<file path="src/rtl/hue_pkg.sv">
// Shared definitions for the hue pipeline: operand width, function tags,
// divider sequencer states and the buffered operand-set payload.
package hue_pkg;

    localparam int unsigned DIV_W = 9;
    localparam int unsigned FN_W  = 2;

    localparam logic [FN_W-1:0] FN_NONE  = 2'd0;
    localparam logic [FN_W-1:0] FN_RED   = 2'd1;
    localparam logic [FN_W-1:0] FN_GREEN = 2'd2;
    localparam logic [FN_W-1:0] FN_BLUE  = 2'd3;

    typedef enum logic [1:0] {
        ST_IDLE = 2'd0,
        ST_DIV  = 2'd1,
        ST_DONE = 2'd2
    } div_state_t;

    typedef struct packed {
        logic [DIV_W-1:0] dividend;
        logic [DIV_W-1:0] divisor;
        logic [FN_W-1:0]  func;
    } div_op_t;

    // Magnitude of a two's-complement operand; -2^(DIV_W-1) maps to 2^(DIV_W-1).
    function automatic logic [DIV_W-1:0] abs_dividend(input logic [DIV_W-1:0] x);
        return x[DIV_W-1] ? (~x + DIV_W'(1)) : x;
    endfunction

endpackage

</file>
<file path="src/rtl/hue_div_fifo.sv">
// Synchronous FIFO for operand sets; full/empty are registered flags.
module hue_div_fifo #(
    parameter int unsigned WIDTH = 20,
    parameter int unsigned DEPTH = 4
) (
    input  logic             i_clk,
    input  logic             i_rst,
    input  logic             push,
    input  logic [WIDTH-1:0] wr_data,
    input  logic             pop,
    output logic [WIDTH-1:0] rd_data,
    output logic             full,
    output logic             empty
);

    localparam int unsigned AW  = $clog2(DEPTH);
    localparam int unsigned CNW = AW + 1;

    logic [WIDTH-1:0] mem [DEPTH];
    logic [AW-1:0]    wr_ptr;
    logic [AW-1:0]    rd_ptr;
    logic [CNW-1:0]   count;
    logic [CNW-1:0]   count_nxt_c;
    logic             push_ok_c;
    logic             pop_ok_c;

    assign push_ok_c = push && !full;
    assign pop_ok_c  = pop && !empty;
    assign rd_data   = mem[rd_ptr];

    always_comb begin
        count_nxt_c = count;
        if (push_ok_c && !pop_ok_c) begin
            count_nxt_c = count + CNW'(1);
        end else if (!push_ok_c && pop_ok_c) begin
            count_nxt_c = count - CNW'(1);
        end
    end

    always_ff @(posedge i_clk) begin
        if (push_ok_c) begin
            mem[wr_ptr] <= wr_data;
        end
    end

    always_ff @(posedge i_clk) begin
        if (i_rst) begin
            wr_ptr <= '0;
            rd_ptr <= '0;
            count  <= '0;
            full   <= 1'b0;
            empty  <= 1'b1;
        end else begin
            if (push_ok_c) begin
                wr_ptr <= wr_ptr + AW'(1);
            end
            if (pop_ok_c) begin
                rd_ptr <= rd_ptr + AW'(1);
            end
            count <= count_nxt_c;
            full  <= (count_nxt_c == CNW'(DEPTH));
            empty <= (count_nxt_c == '0);
        end
    end

endmodule

</file>
<file path="src/rtl/hue_div_ctrl.sv">
// Hue divide sequencer: buffers operand sets and runs a shared radix-2
// restoring divider producing a signed fixed-point quotient per set.
module hue_div_ctrl
    import hue_pkg::*;
#(
    parameter int unsigned FRAC_BITS  = 8,
    parameter int unsigned FIFO_DEPTH = 4
) (
    input  logic                 i_clk,
    input  logic                 i_rst,
    input  logic [DIV_W-1:0]     i_dividend,
    input  logic [DIV_W-1:0]     i_divisor,
    input  logic [FN_W-1:0]      i_function,
    input  logic                 i_valid,
    output logic                 o_ready,
    output logic [FRAC_BITS+1:0] o_quotient,
    output logic [FN_W-1:0]      o_function,
    output logic                 o_zero,
    output logic                 o_valid,
    input  logic                 i_ready,
    output logic                 o_overflow
);

    localparam int unsigned N     = FRAC_BITS + 1;
    localparam int unsigned QW    = FRAC_BITS + 2;
    localparam int unsigned CNT_W = $clog2(N + 1);
    localparam int unsigned REM_W = DIV_W + 1;
    localparam int unsigned OP_W  = $bits(div_op_t);
    localparam logic [N-1:0] SAT_MAG = N'(1) << FRAC_BITS;

    div_op_t          in_op_c;
    div_op_t          head_c;
    logic             push_c;
    logic             pop_c;
    logic             fifo_full;
    logic             fifo_empty;
    logic [DIV_W-1:0] mag_in_c;

    div_state_t       state;
    logic [REM_W-1:0] rem;
    logic [N-1:0]     quo;
    logic [CNT_W-1:0] cnt;
    logic [DIV_W-1:0] divisor_r;
    logic             sign_r;
    logic             sat_r;
    logic [FN_W-1:0]  fn_r;

    logic             ge_c;
    logic [REM_W-1:0] diff_c;
    logic [N-1:0]     quo_c;
    logic [N-1:0]     mag_c;
    logic [QW-1:0]    qext_c;
    logic [QW-1:0]    signed_c;

    assign in_op_c  = '{dividend: i_dividend, divisor: i_divisor, func: i_function};
    assign push_c   = i_valid && o_ready;
    assign pop_c    = (state == ST_IDLE) && !fifo_empty;
    assign mag_in_c = abs_dividend(head_c.dividend);
    assign o_ready  = !fifo_full;

    hue_div_fifo #(
        .WIDTH (OP_W),
        .DEPTH (FIFO_DEPTH)
    ) u_fifo (
        .i_clk   (i_clk),
        .i_rst   (i_rst),
        .push    (push_c),
        .wr_data (in_op_c),
        .pop     (pop_c),
        .rd_data (head_c),
        .full    (fifo_full),
        .empty   (fifo_empty)
    );

    // One restoring step: compare, subtract, shift the quotient bit in.
    always_comb begin
        ge_c     = rem >= REM_W'(divisor_r);
        diff_c   = ge_c ? (rem - REM_W'(divisor_r)) : rem;
        quo_c    = N'({quo, ge_c});
        mag_c    = sat_r ? SAT_MAG : quo_c;
        qext_c   = QW'(mag_c);
        signed_c = sign_r ? (QW'(0) - qext_c) : qext_c;
    end

    always_ff @(posedge i_clk) begin
        if (i_rst) begin
            state      <= ST_IDLE;
            rem        <= '0;
            quo        <= '0;
            cnt        <= '0;
            divisor_r  <= '0;
            sign_r     <= 1'b0;
            sat_r      <= 1'b0;
            fn_r       <= FN_NONE;
            o_quotient <= '0;
            o_function <= FN_NONE;
            o_zero     <= 1'b0;
            o_valid    <= 1'b0;
            o_overflow <= 1'b0;
        end else begin
            if (i_valid && !o_ready) begin
                o_overflow <= 1'b1;
            end
            case (state)
                ST_IDLE: begin
                    if (!fifo_empty) begin
                        fn_r      <= head_c.func;
                        sign_r    <= head_c.dividend[DIV_W-1];
                        divisor_r <= head_c.divisor;
                        if (head_c.divisor == '0) begin
                            o_quotient <= '0;
                            o_function <= head_c.func;
                            o_zero     <= 1'b1;
                            o_valid    <= 1'b1;
                            state      <= ST_DONE;
                        end else begin
                            // Remainder starts at |dividend|; the <<FRAC_BITS is implied by the shifts.
                            rem   <= REM_W'(mag_in_c);
                            quo   <= '0;
                            cnt   <= CNT_W'(N);
                            sat_r <= mag_in_c > head_c.divisor;
                            state <= ST_DIV;
                        end
                    end
                end
                ST_DIV: begin
                    rem <= REM_W'({diff_c, 1'b0});
                    quo <= quo_c;
                    cnt <= cnt - CNT_W'(1);
                    if (cnt == CNT_W'(1)) begin
                        o_quotient <= signed_c;
                        o_function <= fn_r;
                        o_zero     <= 1'b0;
                        o_valid    <= 1'b1;
                        state      <= ST_DONE;
                    end
                end
                ST_DONE: begin
                    if (i_ready) begin
                        o_valid <= 1'b0;
                        state   <= ST_IDLE;
                    end
                end
                default: state <= ST_IDLE;
            endcase
        end
    end

endmodule

</file>
<file path="config.mk">
export PLATFORM = sky130hd
export DESIGN_NAME = hue_div_ctrl
export DESIGN_NICKNAME = d
export VERILOG_FILES = /design/src/rtl/hue_pkg.sv /design/src/rtl/hue_div_fifo.sv /design/src/rtl/hue_div_ctrl.sv
export SDC_FILE = /design/constraint.sdc
export NUM_CORES = 1
export LEC_CHECK = 0
export ABC_CLOCK_PERIOD_IN_PS = 3100
export BUFFER_PORTS_ARGS = -buffer_cell sky130_fd_sc_hd__buf_4
export CAP_MARGIN = 15
export CORE_ASPECT_RATIO = 1.75
export CORE_MARGIN = 1
export CORE_UTILIZATION = 45
export DETAILED_ROUTE_END_ITERATION = 10
export GPL_ROUTABILITY_DRIVEN = 0
export PLACE_DENSITY = 0.6
export SETUP_SLACK_MARGIN = 0.05
export SLEW_MARGIN = 30
export SYNTH_ARGS = -nofsm -noshare
export SYNTH_HDL_FRONTEND = slang
export SYNTH_SLANG_ARGS = --single-unit
</file>
<file path="constraint.sdc">
create_clock -name i_clk -period 3.1 [get_ports i_clk]
set_clock_uncertainty 0.1 [all_clocks]
set_input_delay 0.465 -clock i_clk [delete_from_list [all_inputs] [get_ports i_clk]]
set_output_delay 0.465 -clock i_clk [all_outputs]
set_load 0.01 [all_outputs]
</file>
==> flow_summary.toml <==
[pwr]
sequentialPowerShare_pct = 29.0
share_clk_of_total_power_pct = 23.0
power.density_nw_per_um2 = 1070
power.share.switching_pct = 37.8
power_mw = 8.68
switching_power_mw = 3.28
static_power_due_to_leakage_nw = 3.03
comb_power_share_pct = 48.0
peakVddDrop_v = 0.000603
intPower_mw = 5.40

[drt]
routed_wirelength_um = 14400
wl_met1_um = 5350
antenna_left = 0
route.top_layer_used = "met4"
detail_route.wl_per_cell_um = 17.0
dr_wl_met3_um = 321
first_pass_drt_iterations = 4
vias = 4672
drcViolationCount = 0
drt_iter0_markers = 202
avgViaCountPerCell = 5.50
met2_wl_um = 8270

[place]
post_dp_cell_area_um2 = 7360
dp_slack_ns = -0.263
detailedPlacementHpwl_um = 10300
dp_cells = 812
numPortBuffers = 39

[yosys]
synth-seq-area-share_pct = 55.6
yosysTopAreaCell = "edfxtp_1"
yosys.area.top_type_share_pct = 36.5
ys_types = 58
number_of_enable_type_register_cells_in_the_synthesized_netlist = 80
syn_area_per_cell_um2 = 11.4
yosys.cell_count.top_type = "edfxtp_1"
synthFlopType = "edfxtp_1"
yosys-top-cells-area = "edfxtp_1 (36%), dfxtp_1 (19%), mux4_2 (6.8%), ha_1 (5.3%), a21oi_1 (3.3%)"
postSynthNetCount = 630
netlist_area_um2 = 6590
post_synth_arst_share_pct = 0
synthTopCellsByCount = "edfxtp_1 (80), dfxtp_1 (63), nor2_1 (56)"
post_synth_inst_count = 577
ys_ff_latch = 143
yosysWarningCount = 0

[die]
placeableCoreArea_um2 = 14400
fp-row-count = 58
initial_utilization_pct = 45.9
floorplan.die_area_um2 = 15200
die_y_um = 162
ios = 40
fp.dieW_um = 93.5

[grt]
grt_pass1_vias = 4755
track_usage_pct = 20.2
grt_first_pass_wirelength_um = 23200
grt_start_max_net_pins = 65
grt_overflow = 0
antenna_found_initial = 0

[sta]
finalCriticalPeriod_ns = 3.28
rsz0062_at_grt = "true"
setup_viol = 1
layout_setup_ws_ns = -0.177
clock.fmax_ghz = 0.305
final_hold_viol_count = 0
worst_pin_slew_ns = 0.748
period_share_pct = 106
report.final.slew_viol_count = 0
max-slew-margin-rel_pct = 50.0

[clock_network]
tritoncts_num_sinks = 143
tritoncts = "built"
cts_inserted_buffers = 17
worst_skew_pair.late_latency_ns = 0.42
cts-htree-levels = 4
clockRootBuffer = "clkbuf_16"
cts-root-to-sink-buffers = 2
clkSlewWorstSetupHoldPaths_ns = 0.07

[cells_and_area]
final_stage_net_count = 709
synthesis_to_finish_area_growth_pct = 23.1
final_cell_count_no_fill = 849
fill_cells = 1218
layout-drive-gt1-share_pct = 26.5
antenna_cells = 0
postLayoutCellArea_um2 = 8110

[hold_path]
holdCritPathClass = "input port to flop"

[setup_path]
path_class = "flop to flop"
cp_data_arrival_time_ns = 3.45
cpPeakStageDelay_ns = 0.52
critical_path.endpoint_type = "flop"
timing.critical_path.mode_cell = "or3_4"
crit_family = "compound AO/OA/AOI/OAI gates"
critical_path.cell_chain = "mux4_2 > buf_4 > or3_4 > or3_4 > o31ai_2 > xnor2_1 > ha_1 > o21ai_1 > a31oi_1 > o21a_1 > o211ai_1 > a21oi_1"
crit_path_max_fanout = 5
cell_at_the_slowest_stage_of_the_critical_path = "mux4_2"
path_buf_inv = 1
cp_launch_type = "flop"
critPathRequiredTime_ns = 3.27

[flow_run]
drv.max_cap_violation_count = 0

[status]
status = "complete, but fails checks"
violations = "setup timing"
## cells by family after synthesis
group                      synth area share (%)
muxes                                      6.83
adders and majority gates                  5.62
DFF                                        55.6
buffers and inverters                      4.01
xor gates and xnor gates                   2.79
and+or+nand+nor                            13.1
AOI/OAI and AO/OA                          12.1
## metrics by stage
| step | hold slack [ns] | TNS [ns] | utilization [%] |
|---|---|---|---|
| after CTS | 0.132 | -0.174 | 55.4 |
| after global routing | 0.131 | -0.338 | 56.5 |
| after detailed placement | 0.348 | -0.396 | 51.2 |
| after global placement | 0.343 | -0.268 | 51.2 |
| final | 0.139 | -0.177 | 56.5 |
| after floorplan | 0.332 | -0.126 | - |
## placed cells by master, fill, tap and decap left out, types with 5 or more instances in the layout
cell type	n
xnor2_1	13
o21ai_1	5
xor2_1	6
a21oi_1	43
nor2_1	56
mux4_2	20
ha_1	25
and2_1	7
buf_4	89
edfxtp_1	80
nand2_1	49
o211ai_1	6
o21ai_0	15
nor2b_1	5
a211oi_1	5
inv_1	31
dfxtp_1	61
nand2b_1	5
nor3_1	6
a22oi_1	12
nor4_1	6
clkbuf_16	17
## power by group through the flow
stage          Combinational [mW]  Clock (mW)  Sequential (mW)
2_1_floorplan                2.63           0             2.46
3_3_place_gp                 3.73           0             2.53
3_5_place_dp                 3.81           0             2.55
4_1_cts                      3.86        2.03             2.51
5_1_grt                      4.60        2.10             2.56
6_report                     4.17        2.00             2.52
## cell type report
cell class | instances | area (um2) | area share, %
Inverter | 35 | 131 | 1.62
Timing Repair Buffer | 91 | 699 | 8.62
Tap cell | 180 | 225 | 2.78
Clock buffer | 17 | 425 | 5.24
Multi-Input combinational cell | 368 | 2810 | 34.6
Sequential cell | 143 | 3670 | 45.2
Clock inverter | 15 | 153 | 1.88
## metal layers
| metal | vias to the layer above | track usage [%] |
|---|---|---|
| met1 | 2303 | 20.7 |
| li1 | 2266 | - |
| met2 | 72 | 38.3 |
| met5 | - | 0 |
| met4 | 0 | 9.65 |
| met3 | 31 | 3.65 |
## path summary, 6_finish.rpt
check | depth (start not counted) | start | slack [ns] | to
max reg2reg | 12 | flop | -0.18 | sat_r
min | 1 | i_divisor[6] | 0.14 | u_fifo.mem[0][8]
max | 12 | flop | -0.18 | sat_r
min reg2reg | 2 | divisor_r[4] | 0.35 | divisor_r[4]
## registers in the layout, indices dropped and copies added (netlist names), 2 cells and up, named ones only
signal	count
cnt	4
divisor_r	9
fn_r	2
o_function	2
o_quotient	10
quo	8
rem	10
state	2
u_fifo.count	3
u_fifo.mem	80
u_fifo.rd_ptr	2
u_fifo.wr_ptr	2
## repair_timing
item                                   4_1_cts  5_1_grt
resized for setup                            8       26
hold buffers                                 0        0
endpoints found under the hold margin        0        0
setup endpoints to repair                    3        3
buffers inserted                             1        4
pin swaps                                    7       13
(Power assumes the default switching activity.)
